===== src/rtl/id_fwd_stage_pkg.sv =====
// id_fwd_stage_pkg: shared defaults for the ID/forwarding front end.
//   FWD_NUM  - default number of forwarding sources (0 = youngest)
//   RS1_LSB  - default bit position of the rs1 field in an instruction
//   RS2_LSB  - default bit position of the rs2 field in an instruction
package id_fwd_stage_pkg;

    localparam int unsigned FWD_NUM   = 3;
    localparam int unsigned RS1_LSB   = 15;
    localparam int unsigned RS2_LSB   = 20;
    localparam int unsigned REG_IDX_W = 5;

endpackage


===== src/rtl/id_fwd_stage_mux.sv =====
// id_fwd_stage_mux: priority select of one operand over NUM_FWD forwarding sources.
// Ports:
//   i_idx       - register index being read
//   i_rf_data   - register-file value for i_idx
//   i_fwd_en    - per-source write enable
//   i_fwd_reg   - per-source destination index, slice k = source k
//   i_fwd_data  - per-source value, slice k = source k
//   i_fwd_rdy   - per-source value valid this cycle
//   o_hit       - some enabled source writes i_idx (never for x0)
//   o_rdy       - selected source has its value (1 when no hit)
//   o_data      - resolved operand value
module id_fwd_mux #(
    parameter int unsigned NUM_FWD   = 3,
    parameter int unsigned REG_IDX_W = 5,
    parameter int unsigned WORD_W    = 32
) (
    input  logic [REG_IDX_W-1:0]         i_idx,
    input  logic [WORD_W-1:0]            i_rf_data,
    input  logic [NUM_FWD-1:0]           i_fwd_en,
    input  logic [NUM_FWD*REG_IDX_W-1:0] i_fwd_reg,
    input  logic [NUM_FWD*WORD_W-1:0]    i_fwd_data,
    input  logic [NUM_FWD-1:0]           i_fwd_rdy,
    output logic                         o_hit,
    output logic                         o_rdy,
    output logic [WORD_W-1:0]            o_data
);

    always_comb begin
        o_hit  = 1'b0;
        o_rdy  = 1'b1;
        o_data = i_rf_data;
        if (i_idx == '0) begin
            o_data = '0;
        end else begin
            // Walk oldest to youngest so the youngest match is the last one written.
            for (int k = NUM_FWD - 1; k >= 0; k--) begin
                if (i_fwd_en[k] && (i_fwd_reg[k*REG_IDX_W +: REG_IDX_W] == i_idx)) begin
                    o_hit  = 1'b1;
                    o_rdy  = i_fwd_rdy[k];
                    o_data = i_fwd_data[k*WORD_W +: WORD_W];
                end
            end
        end
    end

endmodule


===== src/rtl/id_fwd_stage.sv =====
// id_fwd_stage: decode-stage front end between IF and EX.
// Holds the head instruction plus a one-entry skid buffer behind a valid/ready
// handshake, drives register-file read indices and resolves both operands over
// NUM_FWD forwarding sources, stalling while the matched producer is not ready.
// Ports:
//   clk, clr, flush          - clock, sync active-high reset, kill held entries
//   i_valid/o_ready          - upstream handshake (i_pc, i_instr)
//   o_rs1_idx/o_rs2_idx      - register-file read indices (from head)
//   i_rs1_data/i_rs2_data    - register-file read data
//   i_use_rs1/i_use_rs2      - decoder says head reads rs1/rs2
//   i_fwd_en/reg/data/rdy    - forwarding sources, index 0 youngest
//   o_valid/i_ready          - downstream handshake (o_pc, o_instr, operands)
//   o_hazard                 - head waits on an unready producer
//   o_stall_cnt              - saturating count of cycles the head was held
module id_fwd_stage
    import id_fwd_stage_pkg::*;
#(
    parameter int unsigned ADDR_W    = 32,
    parameter int unsigned INSTR_W   = 32,
    parameter int unsigned WORD_W    = 32,
    parameter int unsigned REG_IDX_W = id_fwd_stage_pkg::REG_IDX_W,
    parameter int unsigned NUM_FWD   = FWD_NUM,
    parameter int unsigned RS1_LSB   = id_fwd_stage_pkg::RS1_LSB,
    parameter int unsigned RS2_LSB   = id_fwd_stage_pkg::RS2_LSB,
    parameter int unsigned CNT_W     = 16
) (
    input  logic                         clk,
    input  logic                         clr,
    input  logic                         flush,
    input  logic                         i_valid,
    output logic                         o_ready,
    input  logic [ADDR_W-1:0]            i_pc,
    input  logic [INSTR_W-1:0]           i_instr,
    output logic [REG_IDX_W-1:0]         o_rs1_idx,
    output logic [REG_IDX_W-1:0]         o_rs2_idx,
    input  logic [WORD_W-1:0]            i_rs1_data,
    input  logic [WORD_W-1:0]            i_rs2_data,
    input  logic                         i_use_rs1,
    input  logic                         i_use_rs2,
    input  logic [NUM_FWD-1:0]           i_fwd_en,
    input  logic [NUM_FWD*REG_IDX_W-1:0] i_fwd_reg,
    input  logic [NUM_FWD*WORD_W-1:0]    i_fwd_data,
    input  logic [NUM_FWD-1:0]           i_fwd_rdy,
    output logic                         o_valid,
    input  logic                         i_ready,
    output logic [ADDR_W-1:0]            o_pc,
    output logic [INSTR_W-1:0]           o_instr,
    output logic [WORD_W-1:0]            o_rs1_val,
    output logic [WORD_W-1:0]            o_rs2_val,
    output logic                         o_hazard,
    output logic [CNT_W-1:0]             o_stall_cnt
);

    logic               r_head_valid;
    logic [ADDR_W-1:0]  r_head_pc;
    logic [INSTR_W-1:0] r_head_instr;
    logic               r_skid_valid;
    logic [ADDR_W-1:0]  r_skid_pc;
    logic [INSTR_W-1:0] r_skid_instr;
    logic [CNT_W-1:0]   r_stall_cnt;

    logic w_hit1, w_rdy1, w_hit2, w_rdy2;
    logic w_fire, w_accept;

    assign o_rs1_idx = r_head_instr[RS1_LSB +: REG_IDX_W];
    assign o_rs2_idx = r_head_instr[RS2_LSB +: REG_IDX_W];

    id_fwd_mux #(
        .NUM_FWD   (NUM_FWD),
        .REG_IDX_W (REG_IDX_W),
        .WORD_W    (WORD_W)
    ) u_mux_rs1 (
        .i_idx      (o_rs1_idx),
        .i_rf_data  (i_rs1_data),
        .i_fwd_en   (i_fwd_en),
        .i_fwd_reg  (i_fwd_reg),
        .i_fwd_data (i_fwd_data),
        .i_fwd_rdy  (i_fwd_rdy),
        .o_hit      (w_hit1),
        .o_rdy      (w_rdy1),
        .o_data     (o_rs1_val)
    );

    id_fwd_mux #(
        .NUM_FWD   (NUM_FWD),
        .REG_IDX_W (REG_IDX_W),
        .WORD_W    (WORD_W)
    ) u_mux_rs2 (
        .i_idx      (o_rs2_idx),
        .i_rf_data  (i_rs2_data),
        .i_fwd_en   (i_fwd_en),
        .i_fwd_reg  (i_fwd_reg),
        .i_fwd_data (i_fwd_data),
        .i_fwd_rdy  (i_fwd_rdy),
        .o_hit      (w_hit2),
        .o_rdy      (w_rdy2),
        .o_data     (o_rs2_val)
    );

    assign o_hazard    = r_head_valid &&
                         ((i_use_rs1 && w_hit1 && !w_rdy1) || (i_use_rs2 && w_hit2 && !w_rdy2));
    assign o_valid     = r_head_valid && !o_hazard;
    // Ready depends only on registered state, so i_ready never reaches o_ready.
    assign o_ready     = !r_skid_valid;
    assign w_fire      = o_valid && i_ready;
    assign w_accept    = i_valid && o_ready;
    assign o_pc        = r_head_pc;
    assign o_instr     = r_head_instr;
    assign o_stall_cnt = r_stall_cnt;

    always_ff @(posedge clk) begin
        if (clr) begin
            r_head_valid <= 1'b0;
            r_head_pc    <= '0;
            r_head_instr <= '0;
            r_skid_valid <= 1'b0;
            r_skid_pc    <= '0;
            r_skid_instr <= '0;
            r_stall_cnt  <= '0;
        end else begin
            if (r_head_valid && !w_fire && (r_stall_cnt != {CNT_W{1'b1}})) begin
                r_stall_cnt <= r_stall_cnt + CNT_W'(1);
            end
            if (flush) begin
                r_head_valid <= 1'b0;
                r_skid_valid <= 1'b0;
            end else if (w_fire && r_skid_valid) begin
                r_head_pc    <= r_skid_pc;
                r_head_instr <= r_skid_instr;
                r_skid_valid <= 1'b0;
            end else if (w_fire) begin
                r_head_pc    <= i_pc;
                r_head_instr <= i_instr;
                r_head_valid <= w_accept;
            end else if (w_accept && r_head_valid) begin
                r_skid_pc    <= i_pc;
                r_skid_instr <= i_instr;
                r_skid_valid <= 1'b1;
            end else if (w_accept) begin
                r_head_pc    <= i_pc;
                r_head_instr <= i_instr;
                r_head_valid <= 1'b1;
            end
        end
    end

endmodule


===== config.mk =====
export PLATFORM = sky130hd
export DESIGN_NAME = id_fwd_stage
export DESIGN_NICKNAME = d
export VERILOG_FILES = /design/src/rtl/id_fwd_stage_pkg.sv /design/src/rtl/id_fwd_stage_mux.sv /design/src/rtl/id_fwd_stage.sv
export SDC_FILE = /design/constraint.sdc
export NUM_CORES = 1
export LEC_CHECK = 0
export ABC_CLOCK_PERIOD_IN_PS = 3090
export CAP_MARGIN = 20
export CORE_MARGIN = 5
export CORE_UTILIZATION = 38
export DETAILED_ROUTE_END_ITERATION = 12
export HOLD_SLACK_MARGIN = 0.15
export PLACE_DENSITY = 0.78
export RECOVER_POWER = 25
export SLEW_MARGIN = 40
export SYNTH_ARGS = -nofsm -noshare
export SYNTH_HDL_FRONTEND = slang
export SYNTH_HIERARCHICAL = 1
export SYNTH_SLANG_ARGS = --single-unit

===== constraint.sdc =====
create_clock -name clk -period 3.09 [get_ports clk]
set_input_delay 0.618 -clock clk [delete_from_list [all_inputs] [get_ports clk]]
set_output_delay 0.618 -clock clk [all_outputs]
set_load 0.02 [all_outputs]

# After elaboration in Yosys (flattened, before gate mapping)
# Cells that the tools add are included.
[classes]
reduce_logical = 34
eq_ne = 9
addsub = 1
bitwise = 3
muxes = 35
[op_table]
columns = ["operator", "count"]
rows = [
  ["2-to-1 mux 32 bit", 16],
  ["equality test 5 bit", 6],
  ["2-to-1 mux 1 bit", 19],
  ["logical AND 1 bit", 18],
  ["adder 16 x 1 -> 16 bit (second input constant)", 1],
  ["!= test 16 bit (second input constant)", 1],
  ["zero test 5 bit", 2],
  ["AND reduction 3 bit", 2],
  ["zero test 1 bit", 5],
  ["AND reduction 4 bit", 1],
  ["!= test 3 bit (second input constant)", 1],
  ["inverter 1 bit", 3],
  ["nonzero test 3 bit", 1],
  ["OR reduction 3 bit", 1],
  ["!= test 2 bit (second input constant)", 1],
  ["AND reduction 2 bit", 1],
  ["nonzero test 2 bit", 1],
  ["OR reduction 2 bit", 1],
  ["logical OR 1 bit", 1],
]
[word_totals]
ff_bits = 146
in_bits = 252
word_cells = 89

# Depth between registers and ports, before layout
# Gate-level depths: netlist of run 1.
[logic_depth]
ltp_word = 16
depth_mapped = 14
mapped_depth_nobuf = 10

# Cells and area by module
# Netlist of run 1, hierarchy kept.
[modules_own_cells]
columns = ["mod", "cells_per_inst", "area_per_inst_um2", "instances"]
rows = [
  ["id_fwd_stage", 610, 6059.6, 1],
  ["id_fwd_mux", 188, 1335.0, 2],
]

# Worst setup path after synthesis of run 1
# OpenSTA, ideal clock, no wires.
[synth_timing]
kind = "input-to-reg"
startpoint = "in i_fwd_reg[10]"
endpoint = "reg r_skid_instr[10]"
path_stages = 14
n_path_buf = 4
t_required_ns = 2.962
setup_slack_ns = 0.002
arrival_ns = 2.960
path_cell_list = "xor2_1 -> nor4_1 -> nand3_1 -> buf_6 -> buf_8 -> nor3_1 -> o21ai_1 -> nand3b_1 -> and3_1 -> nor4_1 -> buf_2 -> buf_4 -> mux2i_1 -> nor2_1"
[synth_between]
elab_chain_cells = 16
elab_cells_between_ends = 35
cone_classes = "eq/ne (2); mux (16); bitwise (2); reduce/logical (15)"
[synth_rtl]
columns = ["item", "line_no", "source"]
rows = [
  ["from (decl)", "id_fwd_stage.sv:41", "input logic [NUM_FWD*REG_IDX_W-1:0] i_fwd_reg,"],
  ["equality test 5 bit (*)", "id_fwd_stage_mux.sv:37", "if (i_fwd_en[k] && (i_fwd_reg[k*REG_IDX_W +: REG_IDX_W] == i_idx)) begin"],
  ["logical AND 1 bit (*)", "id_fwd_stage_mux.sv:37", ""],
  ["2-to-1 mux 1 bit (*) (3 in series)", "id_fwd_stage_mux.sv:37", ""],
  ["2-to-1 mux 1 bit (*)", "id_fwd_stage_mux.sv:32", "if (i_idx == '0) begin"],
  ["via w_rdy1", "id_fwd_stage.sv:62", "logic w_hit1, w_rdy1, w_hit2, w_rdy2;"],
  ["zero test 1 bit (*)", "id_fwd_stage.sv:101", "((i_use_rs1 && w_hit1 && !w_rdy1) || (i_use_rs2 && w_hit2 && !w_rdy2));"],
  ["logical AND 1 bit (*)", "id_fwd_stage.sv:101", ""],
  ["logical OR 1 bit (*)", "id_fwd_stage.sv:101", ""],
  ["logical AND 1 bit (*)", "id_fwd_stage.sv:100", "assign o_hazard = r_head_valid &&"],
  ["zero test 1 bit (*)", "id_fwd_stage.sv:102", "assign o_valid = r_head_valid && !o_hazard;"],
  ["logical AND 1 bit (*)", "id_fwd_stage.sv:102", ""],
  ["logical AND 1 bit (*)", "id_fwd_stage.sv:105", "assign w_fire = o_valid && i_ready;"],
  ["logical AND 1 bit", "id_fwd_stage.sv:127", "end else if (w_fire && r_skid_valid) begin"],
  ["inverter 1 bit (no line)", "--", ""],
  ["AND reduction 4 bit (no line) (*)", "--", ""],
  ["to (signal assigned)", "id_fwd_stage.sv:137", "r_skid_instr <= i_instr;"],
  ["to (decl)", "id_fwd_stage.sv:59", "logic [INSTR_W-1:0] r_skid_instr;"],
]
# Mark *: on every way through the listed nets, which the timed path passes. The rest lies on a longest branch.
# A chain may end at the register's enable or synchronous reset.

# Worst setup path in the final report of run 1
[layout_timing]
startpoint = "in i_fwd_reg[2]"
endpoint = "out o_hazard"
[layout_between]
elab_chain_cells = 8
elab_cells_between_ends = 20
cone_classes = "eq/ne (2); mux (8); reduce/logical (10)"
[layout_rtl]
columns = ["item", "line_no", "source"]
rows = [
  ["equality test 5 bit", "id_fwd_stage_mux.sv:37", ""],
  ["logical AND 1 bit", "id_fwd_stage_mux.sv:37", ""],
  ["2-to-1 mux 1 bit", "id_fwd_stage_mux.sv:37", ""],
  ["2-to-1 mux 1 bit", "id_fwd_stage_mux.sv:32", ""],
  ["via w_rdy1", "id_fwd_stage.sv:62", ""],
  ["zero test 1 bit", "id_fwd_stage.sv:101", ""],
  ["logical AND 1 bit", "id_fwd_stage.sv:101", ""],
  ["logical OR 1 bit", "id_fwd_stage.sv:101", ""],
  ["logical AND 1 bit", "id_fwd_stage.sv:100", ""],
  ["to (decl)", "id_fwd_stage.sv:50", "output logic o_hazard,"],
]
# The timed path passes the listed nets, and every way through them passes these cells.

==> impl_metrics.toml, run 1 <==
[floorplanning]
die_h_um = 162
start_util = 0.386
rows = 55
dieArea_um2 = 26100
die_w_um = 162
core_area_um2 = 22600
io_pins = 409

[logic_synthesis]
synth_area_um2 = 8730
yosys.area.top_type = "dfxtp_1"
syn_area_per_cell_um2 = 8.85
syn-num-nets = 1239
ys_warn_count = 6
synth_top_area_frac = 0.335
ys_seq_elements = 146
syn_inst = 986
ys_seq_area_frac = 0.335
synthTopCellsByArea = "dfxtp_1 (33%), mux2i_1 (22%), nor2_1 (6.0%), a211oi_1 (5.6%), o211ai_1 (5.5%)"
synth_most_common_cell = "mux2i_1"
synth_enable_flop_cells = 0
ys_async_sr_fraction = 0
synth_flop_cell = "dfxtp_1"
synthTopCellsByCount = "mux2i_1 (193), dfxtp_1 (146), nor2_1 (139)"
ys_types = 43

[cells_and_area]
finish.net_count = 1680
final_cells = 1732
multi_input_area_um2 = 5400
area.growth.synth_to_final_pct = 68.2
design_area_um2 = 14700
seq_area_um2 = 2950
fillCellCount = 1821
utilization = 0.648
drive_above_1_share = 0.199

[sta]
slew_headroom = 0.561
tightest_slew_ns = 0.659
tns_ns = -0.00761
final.setup_skew_ns = 0.0119
fmax_mhz = 323
rsz0062_at_grt = "true"
fin_crit_sh = 1.00
fin_crit_ns = 3.10
final-hold-violation-count = 0
finalSetupViolations = 1
fin_ws_ns = -0.00761
slew_violations = 0

[critical_path]
cp_cell_sequence = "dlygate4sd2_1, xnor2_2, nand4_1, or2_4, buf_4, o21ai_2, o21ai_1, nand3b_1, buf_4, a21boi_2, buf_6"
worstPathRequired_ns = 2.47
max_stage_delay_ns = 0.35
worstSetupPathType = "input pin to primary output"
cp_max_fo = 3
slowest_stage = "dlygate4sd2_1"
crit_family = "buffers and inverters"
cp-end-kind = "primary output"
crit_arrival_ns = 2.48
crit_path_frequent_cell = "buf_4"
crit_buf_inv = 4
cp-start-kind = "input pin"

[placement]
dp.final_hpwl_um = 28300
dp.cells = 1653
port_buffers = 408
place_ws_ns = -0.782
placed_area_um2 = 13400
gp_congestion = 1.02

[clocking]
worstSkewPairLatency_ns = 0.43
cts-root-buf = "clkbuf_16"
cts_tree = "built"
clkTransAtPathRegs_ns = 0.07
clock-sinks = 146
cts_buffers = 17
cts-htree-levels = 4
max-clock-path-buffers = 2

[hold_path]
hp-class = "register to register"

[global_route]
grt_pass1_vias = 9702
track_usage = 0.280
grt-ovfl-total = 0
antenna_found_initial = 10
grt_max_degree = 147
grt_first_pass_wirelength_um = 57900

[route]
via_count = 9981
routedWlPerCell_um = 24.1
drc = 0
antenna_left = 0
via_per_inst = 5.76
routed_wl_um = 41700
drtIter0Drc = 965
dr.pass1.iters = 6

[flow_run]
drv_cap = 0

[outcome]
violations = "negative setup slack"
status = "complete, but fails checks"

[pwr]
leakage_nw = 6.32
powerDensity_nw_per_um2 = 406
ir_worst_vdd_uv = 483
==> timing repair <==
action / 4_1_cts / 5_1_grt
gates resized for setup: 206 / 118
pin swaps: 14 / 20
hold buffers: 0 / 0
setup endpoints to repair: 193 / 194
buffers inserted: 12 / 12
gates cloned: 3 / 14
==> registers in the layout, indices dropped and copies added, names as in the netlist <==
register,count
o_instr,32
o_pc,32
o_stall_cnt,16
r_head_valid,1
r_skid_instr,32
r_skid_pc,32
r_skid_valid,1
==> worst reg2reg max path, cell delays in order (launching register included) <==
cell	delay, ns
dfxtp_4	0.37
buf_6	0.13
xor2_1	0.16
nor4_2	0.30
and2_4	0.29
nor3_2	0.05
o21ai_1	0.11
nand3b_1	0.21
and3_4	0.27
buf_4	0.13
nand3_4	0.08
buf_12	0.19
buf_12	0.14
mux2i_1	0.13
a211oi_1	0.31
==> where the power goes <==
part	leakage [nW]	total (mW)	switching (mW)	internal, mW
sequential	1.19	2.01	0.0562	1.96
clock	0.275	1.98	0.899	1.08
combinational	4.85	1.97	1.04	0.932
total	6.32	5.97	2.00	3.97
==> cell usage in the layout (no fill, tap or decap), types with 29 or more instances in the layout <==
master           count
clkdlybuf4s50_1    253
mux2i_1            187
nor2_1             137
dfxtp_1            136
buf_4               77
nand4_1             73
dlygate4sd3_1       73
nand3_1             67
o211ai_1            64
a211oi_1            60
clkbuf_16           30
buf_12              29
==> path summary, 6_finish.rpt <==
kind / start / endpoint / slack [ns] / cells after the start
hold / removal: r_skid_pc[27] / r_skid_pc[27] / 0.49 / 2
setup / recovery: i_fwd_reg[2] / o_hazard / -0.008 / 11
setup reg to reg: o_instr[20] / o_pc[18] / 0.11 / 14
hold reg to reg: r_skid_pc[27] / r_skid_pc[27] / 0.49 / 2
==> logic make-up (layout without fill, tap and decap cells) <==
family,after synthesis,in the layout,synth area share
buffers and inverters,109,563,0.0770
multiplexers,193,193,0.221
AO/OA/AOI/OAI,162,162,0.133
other,0,7,0
adder cells (fa/ha/maj),1,1,0.00143
XOR/XNOR,35,35,0.0351
flip-flops,146,146,0.335
AND/OR/NAND/NOR,340,340,0.198
==> area by class of cell <==
| class | instances | area share |
|---|---|---|
| sequential | 146 | 0.201 |
| multi-input combinational | 731 | 0.368 |
| inverter | 2 | 0.000511 |
| tap | 285 | 0.0243 |
| clock inverter | 13 | 0.00793 |
| clock buffer | 19 | 0.0302 |
| timing repair buffer | 529 | 0.367 |
| antenna | 7 | 0.00119 |
==> per-stage QoR <==
stage,power (mW),hold WS (ns)
finish,5.97,0.491
global placement,3.91,0.472
global route,6.16,0.509
floorplan,2.86,0.460
detailed placement,3.93,0.481
CTS,5.95,0.496
==> per-layer routing <==
metal / vias up / global-route usage / wire length [um]
li1: 4575 / - / -
met1: 4773 / 0.313 / 15100
met2: 529 / 0.481 / 20800
met3: 100 / 0.0929 / 3790
met4: 4 / 0.135 / 1940
met5: - / 0 / 27
Power figures use the tool's default switching activity.
==> inputs of run 2 (changes only) <==
CORE_UTILIZATION = 39   (was 38)
DONT_BUFFER_PORTS = 1   (was not set)
PLACE_DENSITY = not set   (was 0.78)
==> impl_metrics.toml, run 2 (synthesized netlist as in run 1, its figures left out) <==
[outcome]
status = "finished, final reports clean"

[global_route]
antenna_found_initial = 0
grt-ovfl-total = 0
grt_max_degree = 147
grt_pass1_vias = 7781
track_usage = 0.245
grt_first_pass_wirelength_um = 49500

[pwr]
total_power_mw = 5.27
powerDensity_nw_per_um2 = 506
ir_worst_vdd_uv = 362
leakage_nw = 4.38

[critical_path]
crit_arrival_ns = 2.44
worstPathRequired_ns = 2.47
regToRegEndpoint = "o_pc[9]"
r2r_slack_ns = 0.16
startpoint = "o_instr[22]"
cp_max_fo = 4
worstSetupPathType = "register to primary output"
cp-end-kind = "primary output"
cp-start-kind = "register"
reg2reg_depth = 12
setup.worst_path.end = "o_hazard"
rr_startpoint = "o_instr[15]"

[route]
antenna_left = 0
via_per_inst = 6.17
routed_wl_um = 34400
dr.pass1.iters = 6
routedWlPerCell_um = 26.0
via_count = 8158
drc = 0
drtIter0Drc = 783

[cells_and_area]
fillCellCount = 2104
diodes = 0
design_area_um2 = 10400
drive_above_1_share = 0.186
finish.net_count = 1282
layout_common_cells = "mux2i_1 (193), dfxtp_1 (138), nor2_1 (137), buf_4 (95), nand4_1 (73)"
final_cells = 1322
area.growth.synth_to_final_pct = 19.2
layout_commonest_cell = "mux2i_1"
utilization = 0.474

[sta]
slew_violations = 0
fin_crit_sh = 0.990
rsz0062_at_grt = "true"
finalSetupViolations = 0
final-hold-violation-count = 0
fmax_mhz = 327
final.setup_skew_ns = 0.0210
fin_ws_ns = 0.0313
fin_crit_ns = 3.06
tightest_slew_ns = 0.581
slew_headroom = 0.612

[clocking]
cts-htree-levels = 4
clock-sinks = 146
cts-root-buf = "clkbuf_16"
clkTransAtPathRegs_ns = 0.07
cts_buffers = 17
cts_tree = "built"
holdBufCountCts = 0
worstSkewPairLatency_ns = 0.43
max-clock-path-buffers = 2

[placement]
dp.cells = 1278
gp_congestion = 0.949
port_buffers = 0
place_ws_ns = -0.00168
dp.final_hpwl_um = 25300
placed_area_um2 = 9520

[floorplanning]
rows = 54
dieArea_um2 = 25500
start_util = 0.398
core_area_um2 = 22000
io_pins = 409
die_w_um = 160
die_h_um = 160

[hold_path]
whs_path_depth = 1
hp-class = "input pin to register"

[flow_run]
drv_cap = 0
==> run 2: cell count changes in the layout (fill, tap and decap cells not counted), sizes merged, moves of 2 or more <==
cell and change:
clkdlybuf4s50 -253, dlygate4sd3 -73, clkbuf -34, buf -27
dlygate4sd2 -9, diode -7, clkdlybuf4s15 -5, clkinv -2
clkinvlp +2
==> run 2: area by class of cell <==
class,count,area [um^2],share of cell area
Multi-Input combinational cell,732,5250,0.505
Sequential cell,146,2940,0.283
Timing Repair Buffer,130,1280,0.123
Clock buffer,18,439,0.0422
Tap cell,280,350,0.0337
Clock inverter,14,134,0.0129
Inverter,2,7.51,0.000721
==> run 2: layer usage <==
| metal | part of all wire | up-vias | wire length [um] | track usage |
|---|---|---|---|---|
| met2 | 0.47 | 454 | 16100 | 0.402 |
| li1 | - | 3750 | - | - |
| met4 | 0.037 | 0 | 1290 | 0.0935 |
| met3 | 0.13 | 73 | 4360 | 0.121 |
| met5 | 0 | - | 0 | 0 |
| met1 | 0.37 | 3881 | 12600 | 0.276 |
==> run 2: how the worst min path moves through the flow <==
stage / from / to / slack, ns
2_1_floorplan: r_skid_instr[0] / r_skid_instr[0] / 0.46
3_3_place_gp: r_skid_pc[15] / r_skid_pc[15] / 0.47
3_5_place_dp: r_skid_pc[19] / r_skid_pc[19] / 0.48
4_1_cts: clr / o_pc[27] / 0.25
5_1_grt: clr / o_instr[18] / 0.25
6_report: clr / r_skid_pc[13] / 0.26
==> run 2: through the flow <==
stage / TNS [ns] / hold WS (ns)
finish: 0 / 0.261
global route: -0.118 / 0.245
CTS: 0 / 0.254
detailed placement: -0.00248 / 0.478
global placement: -0.0196 / 0.472
floorplan: 0 / 0.460
==> run 2: report_power, final <==
group | total (mW) | internal [mW] | switching (mW)
Clock | 1.99 | 1.09 | 0.896
Sequential | 2.10 | 1.96 | 0.140
Combinational | 1.19 | 0.464 | 0.723
==> run 2: worst max-delay path: stages, from the launching register on <==
cell      delay (ns)
dfxtp_4         0.37
xor2_1          0.14
nor4_1          0.34
nand3_2         0.23
nor3_2          0.24
o21ai_1         0.07
nand3b_1        0.19
buf_6           0.15
a21boi_4        0.15
buf_6           0.14
==> run 2: repair_timing <==
| action | in CTS | in global routing |
|---|---|---|
| resized for setup | 24 | 22 |
| cloned | 1 | 4 |
| pin swaps | 6 | 15 |
| endpoints found under the setup margin | 66 | 92 |
| setup buffers | 2 | 5 |
==> inputs of run 3 (changes only) <==
SETUP_SLACK_MARGIN = 0.4   (was not set)
SYNTH_HIERARCHICAL = not set   (was 1)
==> impl_metrics.toml, run 3 <==
[pwr]
powerDensity_nw_per_um2 = 408
leakage_nw = 4.45
p_seq_frac = 0.366
switching_share = 0.348
power.share.clock = 0.368
p_comb_frac = 0.265
p_int_mw = 3.78
p_switching_mw = 2.02
ir_worst_vdd_uv = 392

[sta]
rsz0062_at_grt = "true"
fin_crit_sh = 1.01
fmax_mhz = 321
fin_ws_ns = -0.0213
tns_ns = -0.0379
slew_headroom = 0.0600
tightest_slew_ns = 1.41
finalSetupViolations = 2
final.setup_skew_ns = 0.0186
slew_violations = 0
final-hold-violation-count = 0
fin_crit_ns = 3.11

[logic_synthesis]
synth_flop_cell = "dfxtp_1"
synth_top_area_frac = 0.308
ys_warn_count = 0
synth_enable_flop_cells = 0
syn_area_per_cell_um2 = 7.83
synthTopCellsByArea = "dfxtp_1 (31%), mux2i_1 (13%), nand2b_1 (8.4%), a311oi_1 (5.9%), nor2_1 (5.7%)"
ys_seq_elements = 146
ys_types = 39
syn_inst = 1213
synth_area_um2 = 9490
ys_seq_area_frac = 0.308
synth_most_common_cell = "dfxtp_1"
synthTopCellsByCount = "dfxtp_1 (146), nor2_1 (143), mux2i_1 (128), nand2b_1 (128), clkbuf_1 (96)"
syn-num-nets = 1466
ys_async_sr_fraction = 0
yosys.area.top_type = "dfxtp_1"

[global_route]
grt_max_degree = 219
grt_pass1_vias = 9423
grt_first_pass_wirelength_um = 60500
grt-ovfl-total = 0
antenna_found_initial = 0
track_usage = 0.277

[floorplanning]
io_pins = 409
rows = 57
dieArea_um2 = 27600
die_h_um = 166
start_util = 0.393
core_area_um2 = 24200
die_w_um = 166

[cells_and_area]
layout_commonest_cell = "dfxtp_1"
design_area_um2 = 14200
layout_common_cells = "dfxtp_1 (135), nand2b_1 (128), mux2i_1 (111), nor3_1 (68), nor2_1 (63)"
area.growth.synth_to_final_pct = 49.8
fillCellCount = 2024
finish.net_count = 1504
drive_above_1_share = 0.415

[placement]
placed_area_um2 = 10200
port_buffers = 0
place_ws_ns = 0.0806
dp.final_hpwl_um = 25200
gp_congestion = 1.00

[critical_path]
crit_family = "simple AND/OR/NAND/NOR gates"
cp-end-kind = "primary output"
worstPathRequired_ns = 2.47
cp-start-kind = "register"
crit_buf_inv = 2
slowest_stage = "dfxtp_4"
cp_cell_sequence = "xor2_2, nor3_2, nand4_1, buf_4, buf_16, a211oi_1, a21oi_1, nor2_2"
cp_max_fo = 16
crit_arrival_ns = 2.49
worstSetupPathType = "register to primary output"
max_stage_delay_ns = 0.40

[clocking]
cts_buffers = 17
clock-sinks = 146
cts_tree = "built"
max-clock-path-buffers = 2
cts-root-buf = "clkbuf_16"
cts-htree-levels = 4
worstSkewPairLatency_ns = 0.43
clkTransAtPathRegs_ns = 0.08

[outcome]
violations = "negative setup slack"
status = "complete, but fails checks"

[route]
dr.pass1.iters = 5
routedWlPerCell_um = 28.4
via_count = 10200
routed_wl_um = 45100
via_per_inst = 6.39
drtIter0Drc = 823
drc = 0
antenna_left = 0

[hold_path]
hp-class = "input pin to register"

[flow_run]
drv_cap = 0
[run 3: cell types whose count changed in the layout (fill, tap and decap cells not counted), moves of 42 or more]
cell and change:
nand2b_1 +127, mux2i_1 -82, nor2_1 -74, nand4_1 -69
nor3_1 +66, o211ai_1 -64, nand3_1 -58, nor2_2 +52
a311oi_2 +45, o21ai_0 +43, buf_4 -42
[run 3: repair_timing]
action,in CTS,in global routing
endpoints found under the setup margin,206,201
hold buffers,0,0
gates resized for setup,133,284
setup buffers,36,20
pin swaps,104,152
cloned,16,20
[run 3: metal layers]
| layer | vias up | part of all wire | global-route usage | wire, um |
|---|---|---|---|---|
| li1 | 4480 | - | - | - |
| met1 | 4966 | 0.36 | 0.324 | 16100 |
| met2 | 581 | 0.49 | 0.472 | 22200 |
| met3 | 134 | 0.10 | 0.0947 | 4690 |
| met4 | 0 | 0.046 | 0.103 | 2080 |
| met5 | - | 0 | 0 | 0 |
[run 3: logic make-up (layout without fill, tap and decap cells)]
group           Yosys count  after routing  synth area share
buf+inv                 141            192            0.0656
other cells               0              1                 0
mux                     136            136             0.144
xor+xnor                 30             30            0.0277
simple gates            472            472             0.253
fa+ha+maj                 1              1           0.00132
compound gates          287            287             0.200
flops                   146            146             0.308
[run 3: path summary, 6_finish.rpt]
path,from,endpoint,slack [ns],cells past startpoint
setup / recovery,o_instr[22],o_rs2_val[1],-0.02,8
hold / removal,flush,r_skid_valid,0.27,1
setup reg to reg,o_instr[22],o_instr[2],0.21,11
hold reg to reg,r_skid_pc[9],r_skid_pc[9],0.49,2
[run 3: area by class of cell]
class	count	area, um^2	area share
Antenna cell	1	2.50	0.000176
Clock buffer	17	425	0.0299
Clock inverter	15	188	0.0132
Inverter	3	11.3	0.000792
Multi-Input combinational cell	926	7880	0.554
Sequential cell	146	2960	0.208
Tap cell	324	405	0.0285
Timing Repair Buffer	157	2350	0.165
[run 3: stage by stage]
stage	power, mW	std cells	hold slack, ns	utilization
final	5.80	1589	0.270	0.588
after global routing	6.01	1588	0.238	0.588
after CTS	5.57	1548	0.240	0.502
after detailed placement	3.27	1464	0.464	0.422
after global placement	3.26	1464	0.458	0.422
after floorplan	2.98	1213	0.449	-
[run 3: power groups by stage]
stage	combinational [mW]	clock (mW)	sequential, mW
detailed placement	1.10	0	2.17
global placement	1.09	0	2.17
finish	1.54	2.14	2.13
floorplan	0.841	0	2.14
CTS	1.29	2.16	2.12
global route	1.61	2.26	2.13
